[src/rtl/relop_arbiter.sv]
// Round-robin arbiter sharing one registered unsigned relational-compare unit
// (LT/GT/LE/GE) among NREQ requesters; result held until the consumer accepts it.
module relop_arbiter #(
    parameter int NREQ  = 4,
    parameter int WIDTH = 3,
    parameter int CNTW  = 16,
    localparam int IDW  = $clog2(NREQ)
) (
    input  logic                   clk,
    input  logic                   rst,
    input  logic [NREQ-1:0]        req_valid,
    output logic [NREQ-1:0]        req_ready,
    input  logic [2*NREQ-1:0]      req_op,
    input  logic [WIDTH*NREQ-1:0]  req_a,
    input  logic [WIDTH*NREQ-1:0]  req_b,
    output logic                   rsp_valid,
    input  logic                   rsp_ready,
    output logic [IDW-1:0]         rsp_id,
    output logic                   rsp_result,
    output logic                   busy,
    output logic [CNTW-1:0]        done_cnt
);

    typedef enum logic [1:0] {IDLE, EVAL, RESP} state_t;

    localparam logic [1:0] OP_LT = 2'b00;
    localparam logic [1:0] OP_GT = 2'b01;
    localparam logic [1:0] OP_LE = 2'b10;

    state_t             state_q, state_d;
    logic [1:0]         op_q, op_d;
    logic [WIDTH-1:0]   a_q, a_d;
    logic [WIDTH-1:0]   b_q, b_d;
    logic [IDW-1:0]     id_q, id_d;
    logic [IDW-1:0]     rr_ptr_q, rr_ptr_d;
    logic               rsp_valid_q, rsp_valid_d;
    logic               rsp_result_q, rsp_result_d;
    logic [IDW-1:0]     rsp_id_q, rsp_id_d;
    logic [CNTW-1:0]    cnt_q, cnt_d;

    logic               gnt_found;
    logic [IDW-1:0]     gnt_idx;
    logic [IDW:0]       scan_idx;
    logic               cmp_res;

    // Rotating priority scan: rr_ptr first, wrapping modulo NREQ.
    always_comb begin
        gnt_found = 1'b0;
        gnt_idx   = '0;
        scan_idx  = '0;
        for (int k = 0; k < NREQ; k++) begin
            scan_idx = {1'b0, rr_ptr_q} + (IDW+1)'(k);
            if (scan_idx >= (IDW+1)'(NREQ))
                scan_idx = scan_idx - (IDW+1)'(NREQ);
            if (!gnt_found && req_valid[scan_idx[IDW-1:0]]) begin
                gnt_found = 1'b1;
                gnt_idx   = scan_idx[IDW-1:0];
            end
        end
    end

    always_comb begin
        case (op_q)
            OP_LT:   cmp_res = (a_q <  b_q);
            OP_GT:   cmp_res = (a_q >  b_q);
            OP_LE:   cmp_res = (a_q <= b_q);
            default: cmp_res = (a_q >= b_q);
        endcase
    end

    always_comb begin
        state_d      = state_q;
        op_d         = op_q;
        a_d          = a_q;
        b_d          = b_q;
        id_d         = id_q;
        rr_ptr_d     = rr_ptr_q;
        rsp_valid_d  = rsp_valid_q;
        rsp_result_d = rsp_result_q;
        rsp_id_d     = rsp_id_q;
        cnt_d        = cnt_q;
        req_ready    = '0;
        case (state_q)
            IDLE: begin
                // Grant is suppressed while reset is held so no handshake is advertised.
                if (gnt_found && !rst) begin
                    req_ready[gnt_idx] = 1'b1;
                    op_d    = req_op[2*gnt_idx +: 2];
                    a_d     = req_a[WIDTH*gnt_idx +: WIDTH];
                    b_d     = req_b[WIDTH*gnt_idx +: WIDTH];
                    id_d    = gnt_idx;
                    state_d = EVAL;
                end
            end
            EVAL: begin
                rsp_result_d = cmp_res;
                rsp_valid_d  = 1'b1;
                rsp_id_d     = id_q;
                state_d      = RESP;
            end
            RESP: begin
                if (rsp_ready) begin
                    rsp_valid_d = 1'b0;
                    cnt_d       = cnt_q + 1'b1;
                    rr_ptr_d    = (id_q == IDW'(NREQ-1)) ? '0 : id_q + 1'b1;
                    state_d     = IDLE;
                end
            end
            default: state_d = IDLE;
        endcase
    end

    always_ff @(posedge clk or posedge rst) begin
        if (rst) begin
            state_q      <= IDLE;
            op_q         <= '0;
            a_q          <= '0;
            b_q          <= '0;
            id_q         <= '0;
            rr_ptr_q     <= '0;
            rsp_valid_q  <= 1'b0;
            rsp_result_q <= 1'b0;
            rsp_id_q     <= '0;
            cnt_q        <= '0;
        end else begin
            state_q      <= state_d;
            op_q         <= op_d;
            a_q          <= a_d;
            b_q          <= b_d;
            id_q         <= id_d;
            rr_ptr_q     <= rr_ptr_d;
            rsp_valid_q  <= rsp_valid_d;
            rsp_result_q <= rsp_result_d;
            rsp_id_q     <= rsp_id_d;
            cnt_q        <= cnt_d;
        end
    end

    assign rsp_valid  = rsp_valid_q;
    assign rsp_result = rsp_result_q;
    assign rsp_id     = rsp_id_q;
    assign busy       = (state_q != IDLE);
    assign done_cnt   = cnt_q;

endmodule

[config.mk]
export PLATFORM = sky130hd
export DESIGN_NAME = relop_arbiter
export DESIGN_NICKNAME = d
export VERILOG_FILES = /design/src/rtl/relop_arbiter.sv
export SDC_FILE = /design/constraint.sdc
export NUM_CORES = 1
export LEC_CHECK = 0
export ABC_CLOCK_PERIOD_IN_PS = 3400
export CAP_MARGIN = 30
export CELL_PAD_IN_SITES_DETAIL_PLACEMENT = 1
export CELL_PAD_IN_SITES_GLOBAL_PLACEMENT = 2
export CORE_ASPECT_RATIO = 0.8
export CORE_UTILIZATION = 29
export DETAILED_ROUTE_END_ITERATION = 12
export GPL_TIMING_DRIVEN = 0
export MAX_ROUTING_LAYER = met4
export PLACE_DENSITY_LB_ADDON = 0.1
export SKIP_LAST_GASP = 1
export SLEW_MARGIN = 10
export SYNTH_ARGS = -nofsm -noshare
export SYNTH_HDL_FRONTEND = slang
export SYNTH_SLANG_ARGS = --single-unit
export TNS_END_PERCENT = 20
[constraint.sdc]
create_clock -name clk -period 3.4 [get_ports clk]
set_input_delay 0.51 -clock clk [delete_from_list [all_inputs] [get_ports clk]]
set_output_delay 0.51 -clock clk [all_outputs]
set_load 0.01 [all_outputs]
==> qor.yml, run 1 <==
status: "completed"
drt_iter0_drc: 48
drc_errors: 0
nFillCells: 692
gr-total-overflow: 0
n_antenna_cell: 0
cts_tree: "done"
io_pins: 64
worst_pin_slew_ns: 0.770
maxSlewViolCount: 0
die_w_um: 92.3
crit_chain: "clkdlybuf4s50_1, a21boi_4, o32ai_4, nor2_2, nand2_1, nor2_1, clkdlybuf4s50_1"
worst-path-buf-inv: 2
cts_buffer_depth: 2
grt_pass1_wl_um: 8340
leakage_nw: 1.16
rows: 25
hold_viol: 0
setup_viol: 0
power_per_cell_area_nw_per_um2: 655
drv_cap: 0
avgRoutedWirePerCell_um: 14.8
core_area_um2: 6100
synthesis.area_um2: 1890
area_growth_pct: 44.6
drtPass1Iterations: 4
start_util: 0.310
cts_made_buffers: 5
synth.distinct_cells: 39
synth_seq_cells: 34
final_core_util: 0.448
fin_area_um2: 2740
clkPwrFrac: 0.204
slew_headroom: 0.485
io_buffers: 63
critPathRequiredTime_ns: 2.89
crit_arrival_ns: 2.72
internal_power_w: 0.00114
cp_slowest_cell: "clkdlybuf4s50_1"
gr-usage-all-layers: 0.164
gp_congestion: 0.674
swShare: 0.361
clock_latency_ns: 0.28
grt_max_degree: 35
peakVddDrop_mv: 0.196
combPwrFrac: 0.447
cts_hold_buf: 0
nNetsFinal: 301
startpoint: "req_valid[1]"
critPathMaxFanout: 10
layout-drive-gt1-share: 0.0814
clk_pin_slew_worst_paths_ns: 0.07
htreeDepth: 2
dp.final_hpwl_um: 3800
worstHoldStart: "rsp_id[1]$_DFFE_PP0P_"
hold_class: "reg2reg"
crit_path_max_incr_delay_ns: 0.60
skew_ns: 0.00655
synthFlopType: "dfrtp_1"
die_y_um: 74.2
post_synth.cell_area_avg_um2: 10.1
seqPwrFrac: 0.348
fin_setup_tns_ns: 0
rsz0062_at_grt: "false"
synthArstFlopShare: 1.00
synth-edff-count: 0
netSwitchingPower_w: 0.000647
cp-end-kind: "output port"
synthCells: 187
fmax_mhz: 310
rr_startpoint: "state_q[1]$_DFFE_PP0P_"
dieArea_um2: 6850
crit_path_frequent_cell: "clkdlybuf4s50_1"
synth_top_area_frac: 0.450
root_buffer: "clkbuf_8"
cts_sinks: 34
synth_top_cell_by_area: "dfrtp_1"
post-route-period-util: 0.950
via_count: 1628
antenna_left: 0
synth_top_cells_by_area: "dfrtp_1 45%, nand2_1 6.0%, xnor2_1 5.6%"
cp-start-kind: "primary input"
cp_top_family: "buffers and inverters"
syn-num-nets: 231
drt_wl_total_um: 5000
vias_per_cell: 4.80
yosys_warnings: 0
antenna_found_initial: 0
synth-seq-area-share: 0.450
fin_crit_ns: 3.23
first_global_vias: 1695
placed_area_um2: 2620
critical_path_class: "in2out"
## through the flow
stage	hold slack, ns	total power (W)	instances	setup WS, ns
6_report	0.488	0.00179	339	0.171
5_1_grt	0.538	0.00194	339	0.0544
4_1_cts	0.496	0.00182	339	0.172
3_5_place_dp	0.474	0.00144	331	-0.0604
3_3_place_gp	0.484	0.00143	331	-0.0711
2_1_floorplan	0.466	0.00113	187	1.26
## power groups by stage
stage / Sequential (W) / Combinational (W) / Clock (W)
after global routing: 0.000645 / 0.000899 / 0.000392
after global placement: 0.000632 / 0.000796 / 0
final: 0.000624 / 0.000802 / 0.000366
after detailed placement: 0.000635 / 0.000810 / 0
after floorplan: 0.000630 / 0.000500 / 0
after CTS: 0.000627 / 0.000814 / 0.000378
## path summary, 6_finish.rpt
path                                           end  slack [ns]  depth (start not counted)
max in group asynchronous      op_q[0]$_DFFE_PP0P_        2.22                          2
hold reg to reg              rsp_id[1]$_DFFE_PP0P_        0.49                          2
setup reg to reg               op_q[1]$_DFFE_PP0P_        1.15                          5
setup / recovery                      req_ready[3]        0.17                          7
hold / removal               rsp_id[1]$_DFFE_PP0P_        0.49                          2
min in group asynchronous  rr_ptr_q[1]$_DFFE_PP0P_        0.71                          2
## cells in the mapped netlist, drive strengths merged, types with 2 or more instances
master,instances
and3,5
dfrtp,34
buf,4
inv,11
o21ai,4
a221oi,3
a311oi,5
mux2i,4
clkbuf,2
nand2,30
or3,2
nand2b,2
xnor2,12
a2111oi,8
nand4,4
or2,2
a21o,3
xor2,3
nor2,14
nor3b,9
nor3,3
nand3,3
a21oi,5
ha,5
## area by class of cell
class / instances / area, µm² / share of cell area
clock inverters: 3 / 40.0 / 0.0146
plain buffers: 6 / 53.8 / 0.0197
clock buffers: 5 / 68.8 / 0.0252
flip-flops and latches: 34 / 851 / 0.311
well taps: 81 / 101 / 0.0371
multi-input cells: 136 / 948 / 0.347
inverters: 11 / 41.3 / 0.0151
repair buffers: 63 / 631 / 0.231
## routing by layer
layer	vias to the layer above	global-route usage	routed length, µm
li1	803	-	-
met1	785	0.223	2530
met2	35	0.253	2260
met3	5	0.0337	177
met4	0	0.0365	39
met5	-	-	0
## cell usage in the layout (no fill, tap or decap), types with 6 or more instances in the layout
cell type        count
dfrtp_1             34
clkdlybuf4s50_1     63
a2111oi_0            6
xnor2_1             12
inv_1               10
nand2_1             30
nor3b_1              9
nor2_1              12
## sequential cells by signal (all words and copies together), names as in the netlist
signal      count
op_q            2
done_cnt       16
rr_ptr_q        2
rsp_valid       1
rsp_result      1
id_q            2
a_q             3
b_q             3
state_q         2
rsp_id          2
## worst reg2reg max path, cell delays in order, from the launching register on
cell and delay, ns:
dfrtp_1 0.45, or2_1 0.28, or3_1 0.36, clkbuf_2 0.17
nor2_1 0.62, a311oi_1 0.19
## cells by family after synthesis
kind of cell | synth area share
muxes | 0.0271
xor gates and xnor gates | 0.0694
DFF | 0.450
adders and majority gates | 0.0331
buffers and inverters | 0.0503
AOI/OAI and AO/OA | 0.165
and+or+nand+nor | 0.205
## repair_timing
action                                  in CTS  in global routing
resized for setup                            1                  0
endpoints found under the setup margin       2                  0
setup buffers                                0                  0
Power figures use the tool's default switching activity.
==> run 2: changes to the inputs <==
ABC_CLOCK_PERIOD_IN_PS = default   (was 3400)
CORE_MARGIN = 2   (was default)
CORE_UTILIZATION = 27   (was 29)
clock period = 3.57 ns   (was 3.4 ns; I/O delays follow)
==> run 2 against run 1 <==
Worst setup slack gained 0.16 ns. Highest routed layer unchanged. Total power decreased by 8.5%. Register-to-register slack improved by 0.19 ns. Critical endpoint is now req_ready[1].
==> qor.yml, run 2 (synthesis gave the netlist of run 1 again) <==
clk_pin_slew_worst_paths_ns: 0.07
area_growth_pct: 44.2
largest_reg_flops: 16
internal_power_w: 0.00104
leakage_nw: 1.15
nNetsFinal: 301
status: "completed"
pre_cts_slack_ns: 0.153
post-route-period-util: 0.907
vias_per_cell: 4.63
seq_area_um2: 851
placed_area_um2: 2630
antenna_found_initial: 0
cts_sinks: 34
rsz0062_at_grt: "false"
drv_cap: 0
start_util: 0.277
seqPwrFrac: 0.363
first_global_vias: 1634
grt_pass1_wl_um: 7940
fmax_mhz: 309
gp_congestion: 0.722
hold_class: "reg2reg"
drt_iter0_drc: 17
mostFrequentLayoutCells: "63 x clkdlybuf4s50_1, 34 x dfrtp_1, 30 x nand2_1"
gr-total-overflow: 0
cp-start-kind: "primary input"
dp.final_hpwl_um: 3770
root_buffer: "clkbuf_8"
rows: 27
drt_wl_total_um: 4680
die_y_um: 78.9
power_per_cell_area_nw_per_um2: 601
critical_path_class: "in2out"
worst_pin_slew_ns: 0.756
multi_input_area_um2: 948
maxSlewViolCount: 0
nFillCells: 772
layout.cells.most_common: "clkdlybuf4s50_1"
core_area_um2: 6820
clock_latency_ns: 0.28
grt_max_degree: 35
cts_made_buffers: 5
critPathRequiredTime_ns: 3.03
cts_buffer_depth: 2
holdWs_ns: 0.481
n_antenna_cell: 0
setup_viol: 0
io_pins: 64
dieArea_um2: 7700
htreeDepth: 2
cts_hold_buf: 0
netSwitchingPower_w: 0.000601
swShare: 0.366
cp-end-kind: "output port"
antenna_left: 0
combPwrFrac: 0.461
gr-usage-all-layers: 0.132
io_buffers: 63
drtPass1Iterations: 4
cts_tree: "done"
slew_headroom: 0.483
clkPwrFrac: 0.176
layout-drive-gt1-share: 0.0814
avgRoutedWirePerCell_um: 13.6
die_w_um: 97.6
peakVddDrop_mv: 0.167
setup_slack_ns: 0.334
final-instance-count-excl-fill: 345
place_inst: 337
fin_crit_ns: 3.24
crit_arrival_ns: 2.70
fin_area_um2: 2730
fin_setup_tns_ns: 0
drc_errors: 0
skew_ns: 0.00710
hold_viol: 0
critPathMaxFanout: 10
via_count: 1599
## run 2: path summary, 6_finish.rpt
check,from,to,slack [ns],cells after the start
max,req_valid[1],req_ready[1],0.33,7
min reg2reg,done_cnt[15]$_DFFE_PP0P_,done_cnt[15]$_DFFE_PP0P_,0.48,1
min,done_cnt[15]$_DFFE_PP0P_,done_cnt[15]$_DFFE_PP0P_,0.48,1
max reg2reg,state_q[1]$_DFFE_PP0P_,a_q[1]$_DFFE_PP0P_,1.34,6
min in group asynchronous,rst,rr_ptr_q[0]$_DFFE_PP0P_,0.74,2
max in group asynchronous,rst,b_q[1]$_DFFE_PP0P_,2.37,2
## run 2: per-stage QoR
stage           util  total power [W]
6_report       0.400          0.00164
5_1_grt        0.400          0.00179
4_1_cts        0.400          0.00167
3_5_place_dp   0.386          0.00137
3_3_place_gp   0.386          0.00136
2_1_floorplan      -          0.00108
## run 2: metal layers
| metal | vias to the layer above | global-route usage | part of all wire |
|---|---|---|---|
| li1 | 806 | - | - |
| met1 | 744 | 0.177 | 0.50 |
| met2 | 47 | 0.197 | 0.44 |
| met3 | 2 | 0.0370 | 0.055 |
| met4 | 0 | 0.0375 | 0.0075 |
| met5 | - | - | 0 |
## run 2: layout make-up
type                            instances  share of cell area
Buffer                                  6              0.0197
Clock buffer                            6              0.0303
Multi-Input combinational cell        136               0.348
Clock inverter                          2             0.00459
Inverter                               11              0.0151
Sequential cell                        34               0.312
Timing Repair Buffer                   63               0.231
Tap cell                               87              0.0399
## run 2: what timing repair did
action                     CTS  global route
setup endpoints to repair    0             2
buffers inserted             0             0
gates resized for setup      0             1
## run 2: worst max-delay path: stages
cell             delay (ns)
clkdlybuf4s50_1        0.61
a21boi_4               0.24
o32ai_4                0.16
nor2_2                 0.32
nand2_1                0.17
nor2_1                 0.11
clkdlybuf4s50_1        0.55
## run 2: power groups by stage
| stage | registers, W | clock network [W] | logic (W) |
|---|---|---|---|
| floorplan | 0.000600 | 0 | 0.000476 |
| global route | 0.000617 | 0.000324 | 0.000849 |
| detailed placement | 0.000604 | 0 | 0.000766 |
| global placement | 0.000601 | 0 | 0.000757 |
| finish | 0.000595 | 0.000289 | 0.000755 |
| CTS | 0.000598 | 0.000306 | 0.000771 |
==> run 3: changes to the inputs <==
CTS_CLUSTER_DIAMETER = 60   (was default)
==> results of run 3 <==
The final DEF is identical to that of run 2; final timing and power are the same.
